$ cat config.mk
export PLATFORM = sky130hd
export DESIGN_NAME = log_mul_div_sched
export DESIGN_NICKNAME = d
export VERILOG_FILES = /design/src/rtl/log_mul_div_sched.sv
export SDC_FILE = /design/constraint.sdc
export NUM_CORES = 1
export LEC_CHECK = 0
export ABC_AREA = 1
export BUFFER_PORTS_ARGS = -buffer_cell sky130_fd_sc_hd__buf_2
export CAP_MARGIN = 0
export CELL_PAD_IN_SITES_DETAIL_PLACEMENT = 0
export CELL_PAD_IN_SITES_GLOBAL_PLACEMENT = 2
export CORE_ASPECT_RATIO = 0.5
export CORE_MARGIN = 1
export CORE_UTILIZATION = 14
export DETAILED_ROUTE_END_ITERATION = 10
export PLACE_DENSITY_LB_ADDON = 0.05
export SYNTH_ARGS = -nofsm -noshare
export SYNTH_HDL_FRONTEND = slang
export SYNTH_SLANG_ARGS = --single-unit
export TNS_END_PERCENT = 5
$ cat constraint.sdc
create_clock -name clk -period 1.8 [get_ports clk]
set_input_delay 0.27 -clock clk [delete_from_list [all_inputs] [get_ports clk]]
set_output_delay 0.27 -clock clk [all_outputs]
set_load 0.1 [all_outputs]
$ cat src/rtl/log_mul_div_sched.sv
`timescale 1ns/1ps
// log_mul_div_sched: streams the LUTs into a shared log_scale_mul_div unit, then arbitrates requesters onto it.
// Define LOG_MUL_DIV_SCHED_STRICT_PRIO_EN for fixed lowest-index priority instead of round-robin.
module log_mul_div_sched #(
  parameter int unsigned FLOAT_LEN = 16,
  parameter int unsigned MANT_LEN  = 10,
  parameter int unsigned LUT_SIZE  = 128,
  parameter int unsigned NUM_REQ   = 2,
  parameter int unsigned PIPE_LAT  = 2
) (
  input  logic                                           clk,
  input  logic                                           rst_n,
  input  logic                                           cfg_start,
  input  logic                                           cfg_valid,
  output logic                                           cfg_ready,
  input  logic [MANT_LEN-1:0]                            cfg_log2_data,
  input  logic [FLOAT_LEN-1:0]                           cfg_exp2_data,
  output logic                                           run_ready,
  input  logic [NUM_REQ-1:0]                             req_valid,
  output logic [NUM_REQ-1:0]                             req_ready,
  input  logic [NUM_REQ*FLOAT_LEN-1:0]                   req_a,
  input  logic [NUM_REQ*FLOAT_LEN-1:0]                   req_b,
  input  logic [NUM_REQ-1:0]                             req_op,
  output logic                                           rsp_valid,
  output logic [((NUM_REQ > 1) ? $clog2(NUM_REQ) : 1)-1:0] rsp_id,
  output logic [FLOAT_LEN-1:0]                           rsp_data,
  output logic [FLOAT_LEN-1:0]                           u_a,
  output logic [FLOAT_LEN-1:0]                           u_b,
  output logic                                           u_mul_or_div,
  output logic                                           u_lut_wr_en,
  output logic [MANT_LEN-1:0]                            u_log2_data,
  output logic [FLOAT_LEN-1:0]                           u_exp2_data,
  input  logic [FLOAT_LEN-1:0]                           u_result
);
  localparam int unsigned ID_W  = (NUM_REQ > 1) ? $clog2(NUM_REQ) : 1;
  localparam int unsigned CNT_W = (LUT_SIZE > 1) ? $clog2(LUT_SIZE) : 1;

  typedef enum logic [2:0] {IDLE, LOAD, WAIT1, RUN, DRAIN} state_t;
  typedef struct packed {
    logic            vld;
    logic [ID_W-1:0] id;
    logic            op;
  } tag_t;

  state_t              state;
  logic [CNT_W-1:0]    load_cnt;
  tag_t [PIPE_LAT-1:0] tags;
  tag_t                new_tag;
  logic                issue;
  logic                grant_any;
  logic                tags_busy;
  logic                sel_op;
  logic [ID_W-1:0]     grant_id;

`ifndef LOG_MUL_DIV_SCHED_STRICT_PRIO_EN
  logic [ID_W-1:0] rr_ptr;
  logic [ID_W-1:0] hi_id;
  logic [ID_W-1:0] lo_id;
  logic            hi_hit;
  logic            lo_hit;

  // Lowest valid index above the last grant wins; otherwise wrap to the lowest valid index overall.
  always_comb begin
    hi_id  = '0;
    lo_id  = '0;
    hi_hit = 1'b0;
    lo_hit = 1'b0;
    for (int i = int'(NUM_REQ) - 1; i >= 0; i--) begin
      if (req_valid[i]) begin
        if (ID_W'(i) > rr_ptr) begin
          hi_id  = ID_W'(i);
          hi_hit = 1'b1;
        end else begin
          lo_id  = ID_W'(i);
          lo_hit = 1'b1;
        end
      end
    end
    grant_any = hi_hit | lo_hit;
    grant_id  = hi_hit ? hi_id : lo_id;
  end
`else
  always_comb begin
    grant_any = 1'b0;
    grant_id  = '0;
    for (int i = int'(NUM_REQ) - 1; i >= 0; i--) begin
      if (req_valid[i]) begin
        grant_any = 1'b1;
        grant_id  = ID_W'(i);
      end
    end
  end
`endif

  assign issue = (state == RUN) && grant_any;

  // Grant vector and operand mux for the selected requester.
  always_comb begin
    req_ready = '0;
    u_a       = '0;
    u_b       = '0;
    sel_op    = 1'b0;
    for (int i = 0; i < int'(NUM_REQ); i++) begin
      if (issue && (grant_id == ID_W'(i))) begin
        req_ready[i] = 1'b1;
        u_a          = req_a[i*FLOAT_LEN +: FLOAT_LEN];
        u_b          = req_b[i*FLOAT_LEN +: FLOAT_LEN];
        sel_op       = req_op[i];
      end
    end
  end

  always_comb begin
    new_tag     = '0;
    new_tag.vld = issue;
    new_tag.id  = issue ? grant_id : '0;
    new_tag.op  = sel_op;
  end

  always_comb begin
    tags_busy = 1'b0;
    for (int i = 0; i < int'(PIPE_LAT); i++) begin
      tags_busy = tags_busy | tags[i].vld;
    end
  end

  assign u_lut_wr_en  = (state == LOAD) && cfg_valid;
  assign u_log2_data  = u_lut_wr_en ? cfg_log2_data : '0;
  assign u_exp2_data  = u_lut_wr_en ? cfg_exp2_data : '0;
  // The unit consumes mul/div in its second stage, one cycle after operands.
  assign u_mul_or_div = tags[0].vld & tags[0].op;
  assign rsp_valid    = tags[PIPE_LAT-1].vld;
  assign rsp_id       = tags[PIPE_LAT-1].id;
  assign rsp_data     = rsp_valid ? u_result : '0;

  always_ff @(posedge clk or negedge rst_n) begin
    if (!rst_n) begin
      state     <= IDLE;
      load_cnt  <= '0;
      cfg_ready <= 1'b0;
      run_ready <= 1'b0;
      tags      <= '0;
`ifndef LOG_MUL_DIV_SCHED_STRICT_PRIO_EN
      rr_ptr    <= ID_W'(NUM_REQ - 1);
`endif
    end else begin
      for (int i = int'(PIPE_LAT) - 1; i > 0; i--) begin
        tags[i] <= tags[i-1];
      end
      tags[0] <= new_tag;
`ifndef LOG_MUL_DIV_SCHED_STRICT_PRIO_EN
      if (issue) rr_ptr <= grant_id;
`endif
      case (state)
        IDLE: begin
          if (cfg_start) begin
            state     <= LOAD;
            cfg_ready <= 1'b1;
            load_cnt  <= '0;
          end
        end
        LOAD: begin
          if (cfg_start) begin
            load_cnt <= '0;
          end else if (cfg_valid) begin
            if (load_cnt == CNT_W'(LUT_SIZE - 1)) begin
              state     <= WAIT1;
              cfg_ready <= 1'b0;
              load_cnt  <= '0;
            end else begin
              load_cnt <= load_cnt + CNT_W'(1);
            end
          end
        end
        WAIT1: begin
          state     <= RUN;
          run_ready <= 1'b1;
        end
        RUN: begin
          if (cfg_start) begin
            state     <= DRAIN;
            run_ready <= 1'b0;
          end
        end
        DRAIN: begin
          if (!tags_busy) begin
            state     <= LOAD;
            cfg_ready <= 1'b1;
            load_cnt  <= '0;
          end
        end
        default: begin
          state     <= IDLE;
          cfg_ready <= 1'b0;
          run_ready <= 1'b0;
        end
      endcase
    end
  end
endmodule
==> results of run 1 <==
-- per-stage QoR --
| step | std cells | power (mW) | hold slack (ns) | setup TNS, ns |
|---|---|---|---|---|
| after global placement | 690 | 4.85 | 0.261 | -0.839 |
| final | 700 | 5.43 | 0.218 | -10.60 |
| after CTS | 698 | 5.48 | 0.213 | -11.98 |
| after global routing | 698 | 5.69 | 0.244 | -16.24 |
| after detailed placement | 690 | 4.83 | 0.267 | -1.78 |
| after floorplan | 324 | 3.29 | -0.0256 | -41.58 |
-- power by group through the flow --
stage | Clock, mW | Combinational (mW) | Sequential [mW]
floorplan | 0 | 2.52 | 0.768
global placement | 0 | 4.30 | 0.552
detailed placement | 0 | 4.28 | 0.551
CTS | 0.527 | 4.41 | 0.545
global route | 0.537 | 4.59 | 0.555
finish | 0.506 | 4.38 | 0.543
-- area by class of cell --
type	instances	share of cell area
repair buffers	213	0.497
multi-input cells	232	0.275
flip-flops and latches	18	0.0979
inverters	64	0.0578
well taps	165	0.0447
clock buffers	4	0.0193
repair inverters	2	0.00705
diodes	2	0.00108
-- worst max-delay path: cells and delay by family (launching register included) --
kind / cells / cell delay [ns]
AND/OR/NAND/NOR: 6 / 0.74
flip-flops: 1 / 0.40
buffers and inverters: 3 / 0.33
-- synthesized netlist by cell type --
| master | instances |
|---|---|
| nor3_4 | 1 |
| or2_2 | 1 |
| nor3_1 | 1 |
| ha_1 | 1 |
| a21boi_0 | 2 |
| o21ai_0 | 5 |
| dfstp_2 | 1 |
| inv_2 | 3 |
| xor2_1 | 2 |
| clkinv_4 | 1 |
| inv_1 | 59 |
| dfrtp_1 | 17 |
| clkinv_1 | 1 |
| buf_6 | 5 |
| nor2_2 | 1 |
| nand4_1 | 3 |
| clkbuf_1 | 4 |
| a21oi_1 | 2 |
| or2_4 | 1 |
| nor2_4 | 2 |
| nand3_1 | 16 |
| nand2_1 | 156 |
| buf_2 | 1 |
| o21bai_1 | 1 |
| nor2_1 | 37 |
-- state kept, by name, indices dropped and copies added, names as in the netlist --
signal and count:
load_cnt 7, rr_ptr 1, state 3, run_ready 1, cfg_ready 1, tags 3
rsp_id 1, rsp_valid 1
-- placed cells by master (no fill, tap or decap), types with 2 or more instances in the layout --
| master | instances |
|---|---|
| nand2_2 | 33 |
| o21ai_0 | 5 |
| inv_1 | 56 |
| clkinv_8 | 2 |
| dfrtp_1 | 17 |
| a21oi_1 | 2 |
| a21boi_0 | 2 |
| inv_2 | 5 |
| inv_12 | 2 |
| diode_2 | 2 |
| buf_2 | 118 |
| clkbuf_16 | 3 |
| xor2_1 | 2 |
| buf_12 | 79 |
| nand2_1 | 123 |
| nand3_1 | 15 |
| nor2_1 | 9 |
| nand4_1 | 3 |
| nor2_4 | 29 |
| buf_4 | 15 |
| nor2_2 | 2 |
-- kinds of logic after synthesis --
family                     count (synthesis)
AOI/OAI and AO/OA                         10
xor gates and xnor gates                   2
adders and majority gates                  1
buffers and inverters                     74
DFF                                       18
and+or+nand+nor                          219
-- routing by layer --
metal / vias up / share of wire
met4: 2 / 0.0047
met5: - / 0.0021
met2: 122 / 0.45
met1: 1067 / 0.44
li1: 1364 / -
met3: 4 / 0.11
-- what timing repair did --
action / CTS / global route
hold buffers: 1 / 0
endpoints found under the hold margin: 17 / 0
pin swaps: 2 / 1
buffers inserted: 1 / 0
cloned: 2 / 0
setup endpoints to repair: 61 / 67
gates resized for setup: 40 / 3
-- worst min-delay path by stage --
stage	slack, ns	startpoint	end
floorplan	-0.03	rst_n	cfg_ready$_DFFE_PN0P_
global placement	0.26	rst_n	tags[2]$_DFF_PN0_
detailed placement	0.27	rst_n	tags[2]$_DFF_PN0_
CTS	0.21	req_op[1]	tags[0]$_DFF_PN0_
global route	0.24	req_op[1]	tags[0]$_DFF_PN0_
finish	0.22	req_op[1]	tags[0]$_DFF_PN0_
==> metrics.md, run 1 <==
| Metric | Value |
|---|---|
| Status | `finished, violations left` |
| Violated checks | `negative setup slack` |
| Crit Path Category | `register to output pin` |
| Antenna viol nets, final | `0` |
| Clk pwr share | `0.093` |
| Worst r2r path cells | `9` |
| Hold Fails Final Rpt | `0` |
| Leakage | `2.44 nW` |
| Capture point of the worst reg-to-reg path | `state[0]$_DFFE_PN0P_` |
| Total track usage | `0.122` |
| Compound-gate portion of the synthesized area | `0.0329` |
| Clock-pin slew on the worst setup and hold paths | `0.06 ns` |
| Syn_nets | `439` |
| Worst Setup End Kind | `output pin` |
| Highest clock rate | `around 0.50 GHz` |
| GR peak layer | `met2` |
| R2r setup slk | `around 0.24 ns` |
| Final Max Slew Viols | `0` |
| Reg area | `452 sq um` |
| Share of post-route cells with drive strength above 1 | `0.553` |
| Worst-Skew Late Latency | `between 0.2 and 0.3 ns` |
| Net Sw Frac | `0.582` |
| GP Congestion | `0.723` |
| Met2 Use GR | `0.213` |
| Multi-input combinational cell area | `1270 sq um` |
| DRT Wirelength | `roughly 8000 microns` |
| Fin worst setup slack | `-0.210 ns` |
| Critical Path RT | `1.53 ns` |
| Area Growth Syn to Fin | `164%` |
| Critical path, cell by cell | `nor2_4 -> inv_2 -> nor2_4 -> nand2_2 -> or2_4 -> clkinv_8 -> nand2_1 -> nand2_2 -> buf_12` |
| Combinational share of power | `0.807` |
| DIE WIDTH | `160 microns` |
| P_int | `2.27 mW` |
| Least-Margin Pin Slew | `about 0.53 ns` |
| Yosys reg bits | `18` |
| Via count | `2559` |
| Psw | `3.16 mW` |
| Largest net degree at the start of global routing | `36` |
| CTS tree | `yes` |
| Fin util | `0.385` |
| Slew margin rel. | `0.649` |
| Final Net Count | `649` |
| First-pass GRT wire length | `roughly 13000 microns` |
| Core Footprint | `12000 sq um` |
| R2r startpoint | `load_cnt[0]$_DFFE_PN0P_` |
| Slowest cell on crit path | `dfrtp_1` |
| GR Util met3 | `0.0485` |
| H-tree depth | `1` |
| Sequential share of power | `0.100` |
| Detailed-placement wirelength estimate | `6510 microns` |
| I/O Buffers | `195` |
| Vias per cell | `3.66` |
| Total CTS buffers | `3` |
| Post-synthesis mux area share | `0` |
| Simple-gate area share of the yosys netlist | `0.508` |
| Clock tree sinks | `18` |
| Final setup fails | `60` |
| DRC | `0` |
| Met1 global-route usage | `0.144` |
| Yosys warning total | `0` |
| VDD IR-drop max | `around 0.49 mV` |
| Synth Instances | `between 300 and 400` |
| Post-Syn Area per Cell | `between 5 and 6 sq um` |
| 1st-pass router iterations | `4` |
| Sequential area share after synthesis | `0.258` |
| WL per Instance | `11.5 microns` |
| Max clock buf depth | `2` |
| Initial antenna violation count | `3` |
| Min-Delay Path Class | `input port to register` |
| Die Y | `81.0 microns` |
| Startpoint Class | `register` |
| I/O pins | `196` |
| Post-Synth Adder-Cell Area | `0.00715` |
| Final period util | `1.12` |
| CP Launch Point | `state[2]$_DFFE_PN0P_` |
| Clk_skew | `between 0.004 and 0.005 ns` |
| Max Cap Viol | `0` |
| Dpl ws | `-0.0713 ns` |
| PwrDens | `~1200 nW/um^2` |
| Final Cell Area | `4610 sq um` |
| Post-synth cell types | `25` |
| GRT overflow | `0` |
| Hold path cells | `3` |
| Area leader, netlist | `nand2_1` |
| DRT iter0 DRCs | `87` |
| Fill cells | `1259` |
| Initial Util | `0.146` |
| Critical path arrival | `1.74 ns` |
| Row cnt | `28` |
| Xor/xnor share of the synthesized area | `0.0100` |
| Largest family of logic cells by synthesized area | `simple AND/OR/NAND/NOR gates` |
| Clock period minus worst slack | `2.01 ns` |
| Synthesized area | `1750 sq um` |
| Worst Setup EP | `u_b[4]` |
| Crit Path Max Fanout | `17` |
| Synth top area cells | `nand2_1 33%, dfrtp_1 24%, inv_1 13%` |
| Unrepaired setup endpoints after global routing | `true` |
| Placed inst area | `4350 sq um` |
| Die area | `13000 sq um` |
| Vias in the first global route | `between 2000 and 3000` |
| Max incr delay on CP | `about 0.40 ns` |
| Root Driver | `clkbuf_16` |
| Synth top area share | `0.335` |
(Power assumes the default switching activity.)
==> run 2, diff against run 1 <==
- GPL_TIMING_DRIVEN: unset -> 0
==> metrics.md, run 2 (synthesized netlist as in run 1, its figures left out) <==
| Metric | Value |
|---|---|
| GRT overflow | `0` |
| First-pass GRT wire length | `12700 microns` |
| DIE WIDTH | `160 microns` |
| Unrepaired setup endpoints after global routing | `true` |
| Antenna viol nets, final | `0` |
| Area Growth Syn to Fin | `150%` |
| Worst Setup End Kind | `output pin` |
| Via count | `2576` |
| Detailed-placement wirelength estimate | `6090 microns` |
| Max clock buf depth | `2` |
| DRC | `0` |
| DRT Wirelength | `about 7800 microns` |
| Initial Util | `0.146` |
| Critical path arrival | `~1.9 ns` |
| Largest net degree at the start of global routing | `19` |
| I/O Buffers | `195` |
| Final Max Slew Viols | `0` |
| Status | `finished, violations left` |
| Clk_skew | `0.00423 ns` |
| Clock tree sinks | `18` |
| PwrDens | `~1200 nW/um^2` |
| I/O pins | `a little under 200` |
| Least-Margin Pin Slew | `0.522 ns` |
| Worst-Skew Late Latency | `0.25 ns` |
| H-tree depth | `1` |
| DRT iter0 DRCs | `41` |
| WHS | `~0.22 ns` |
| 1st-pass router iterations | `4` |
| Min-Delay Path Class | `input port to register` |
| Vias in the first global route | `2625` |
| Clock-pin slew on the worst setup and hold paths | `0.06 ns` |
| Hold Fails Final Rpt | `0` |
| Die Y | `81.0 microns` |
| Row cnt | `28` |
| Final period util | `1.20` |
| CTS tree | `yes` |
| Highest clock rate | `0.464 GHz` |
| Max incr delay on CP | `between 0.4 and 0.5 ns` |
| Crit Path Category | `register to output pin` |
| Fin worst setup slack | `-0.354 ns` |
| Critical path, cell by cell | `nor2_4 -> inv_2 -> nor2_4 -> nand2_2 -> or2_4 -> clkinv_8 -> buf_4 -> nand2_1 -> nand2_2 -> buf_12` |
| Final Net Count | `648` |
| Leakage | `~2.4 nW` |
| VDD IR-drop max | `0.449 mV` |
| Vias per cell | `3.68` |
| Core Footprint | `between 10000 and 15000 sq um` |
| Critical Path RT | `1.53 ns` |
| Initial antenna violation count | `4` |
| Total track usage | `0.120` |
| Clock period minus worst slack | `2.15 ns` |
| DP Cell Count | `684` |
| WL per Instance | `11.1 microns` |
| Final setup fails | `61` |
| Commonest cells after routing, fill and taps aside | `124 x buf_2, 123 x nand2_1, 60 x buf_12, 57 x inv_1, 33 x nand2_2` |
| GP Congestion | `0.705` |
| Non-Filler Instances | `700` |
| Top Registers | `load_cnt: 7 flops, state: 3 flops, tags: 3 flops` |
| Root Driver | `clkbuf_16` |
| Max reg flops | `7` |
| Max Cap Viol | `0` |
| Total CTS buffers | `3` |
| Fin util | `0.365` |
| Crit Path Max Fanout | `8` |
| Slew margin rel. | `0.654` |
| Die area | `13000 sq um` |
| Register bank with the most flops | `load_cnt` |
| Slowest cell on crit path | `dfrtp_2` |
| Startpoint Class | `register` |
| Commonest non-fill, non-tap cell in the layout | `buf_2` |
| Violated checks | `negative setup slack` |
| Share of post-route cells with drive strength above 1 | `0.551` |
-- run 2: critical path, delay by kind of cell, from the launching register on --
kind / cells / cell delay [ns]
buf+inv: 4 / 0.44
flops: 1 / 0.43
simple gates: 6 / 0.75
-- run 2: through the flow --
stage                     setup TNS (ns)  power [mW]  cell area [sq um]  setup WS (ns)
after global placement            -29.02        3.90               3150         -0.593
final                             -17.63        5.18               4370         -0.354
after CTS                         -18.06        5.18               4320         -0.370
after floorplan                   -41.58        3.29               1970         -0.750
after detailed placement          -27.68        3.87               3150         -0.569
after global routing              -24.48        5.44               4370         -0.480
-- run 2: where the power goes --
group / internal, mW / switching, mW / leakage [nW]
Combinational: 1.26 / 2.85 / 2.10
Sequential: 0.496 / 0.0665 / 0.237
Clock: 0.338 / 0.163 / 0.0442
Total: 2.09 / 3.08 / 2.38
-- run 2: what timing repair did --
| item | 4_1_cts | 5_1_grt |
|---|---|---|
| endpoints found under the setup margin | 75 | 76 |
| resized for setup | 297 | 6 |
| buffers inserted | 4 | 3 |
| gates cloned | 1 | 0 |
| hold buffers | 1 | 0 |
| pin swaps | 3 | 4 |
| hold endpoints to repair | 17 | 0 |
-- run 2: final timing paths --
path | from | end | slack [ns] | cells after the start
setup / recovery | state[2]$_DFFE_PN0P_ | u_b[14] | -0.35 | 10
hold / removal | req_op[0] | tags[0]$_DFF_PN0_ | 0.22 | 3
setup reg to reg | state[1]$_DFFE_PN0P_ | load_cnt[6]$_DFFE_PN0P_ | 0.12 | 7
hold reg to reg | tags[1]$_DFF_PN0_ | rsp_id$_DFF_PN0_ | 0.35 | 0
max in group asynchronous | rst_n | rr_ptr$_DFFE_PN1P_ | 0.96 | 2
min in group asynchronous | rst_n | state[0]$_DFFE_PN0P_ | 0.50 | 2
-- run 2: cell type report --
cell class | instances | area [sq um]
Antenna cell | 3 | 7.51
Buffer | 10 | 114
Clock buffer | 4 | 88.8
Fill cell | 1269 | 7610
Inverter | 64 | 258
Multi-Input combinational cell | 232 | 1260
Sequential cell | 18 | 454
Tap cell | 165 | 206
Timing Repair Buffer | 204 | 1980
-- run 2: routing by layer --
metal	vias to the layer above	wire length, microns	share of wire	global-route usage
met1	1086	3210	0.41	0.130
met2	122	3570	0.46	0.223
li1	1362	-	-	-
met4	2	43	0.0055	0.0210
met3	4	912	0.12	0.0541
met5	-	17	0.0022	0
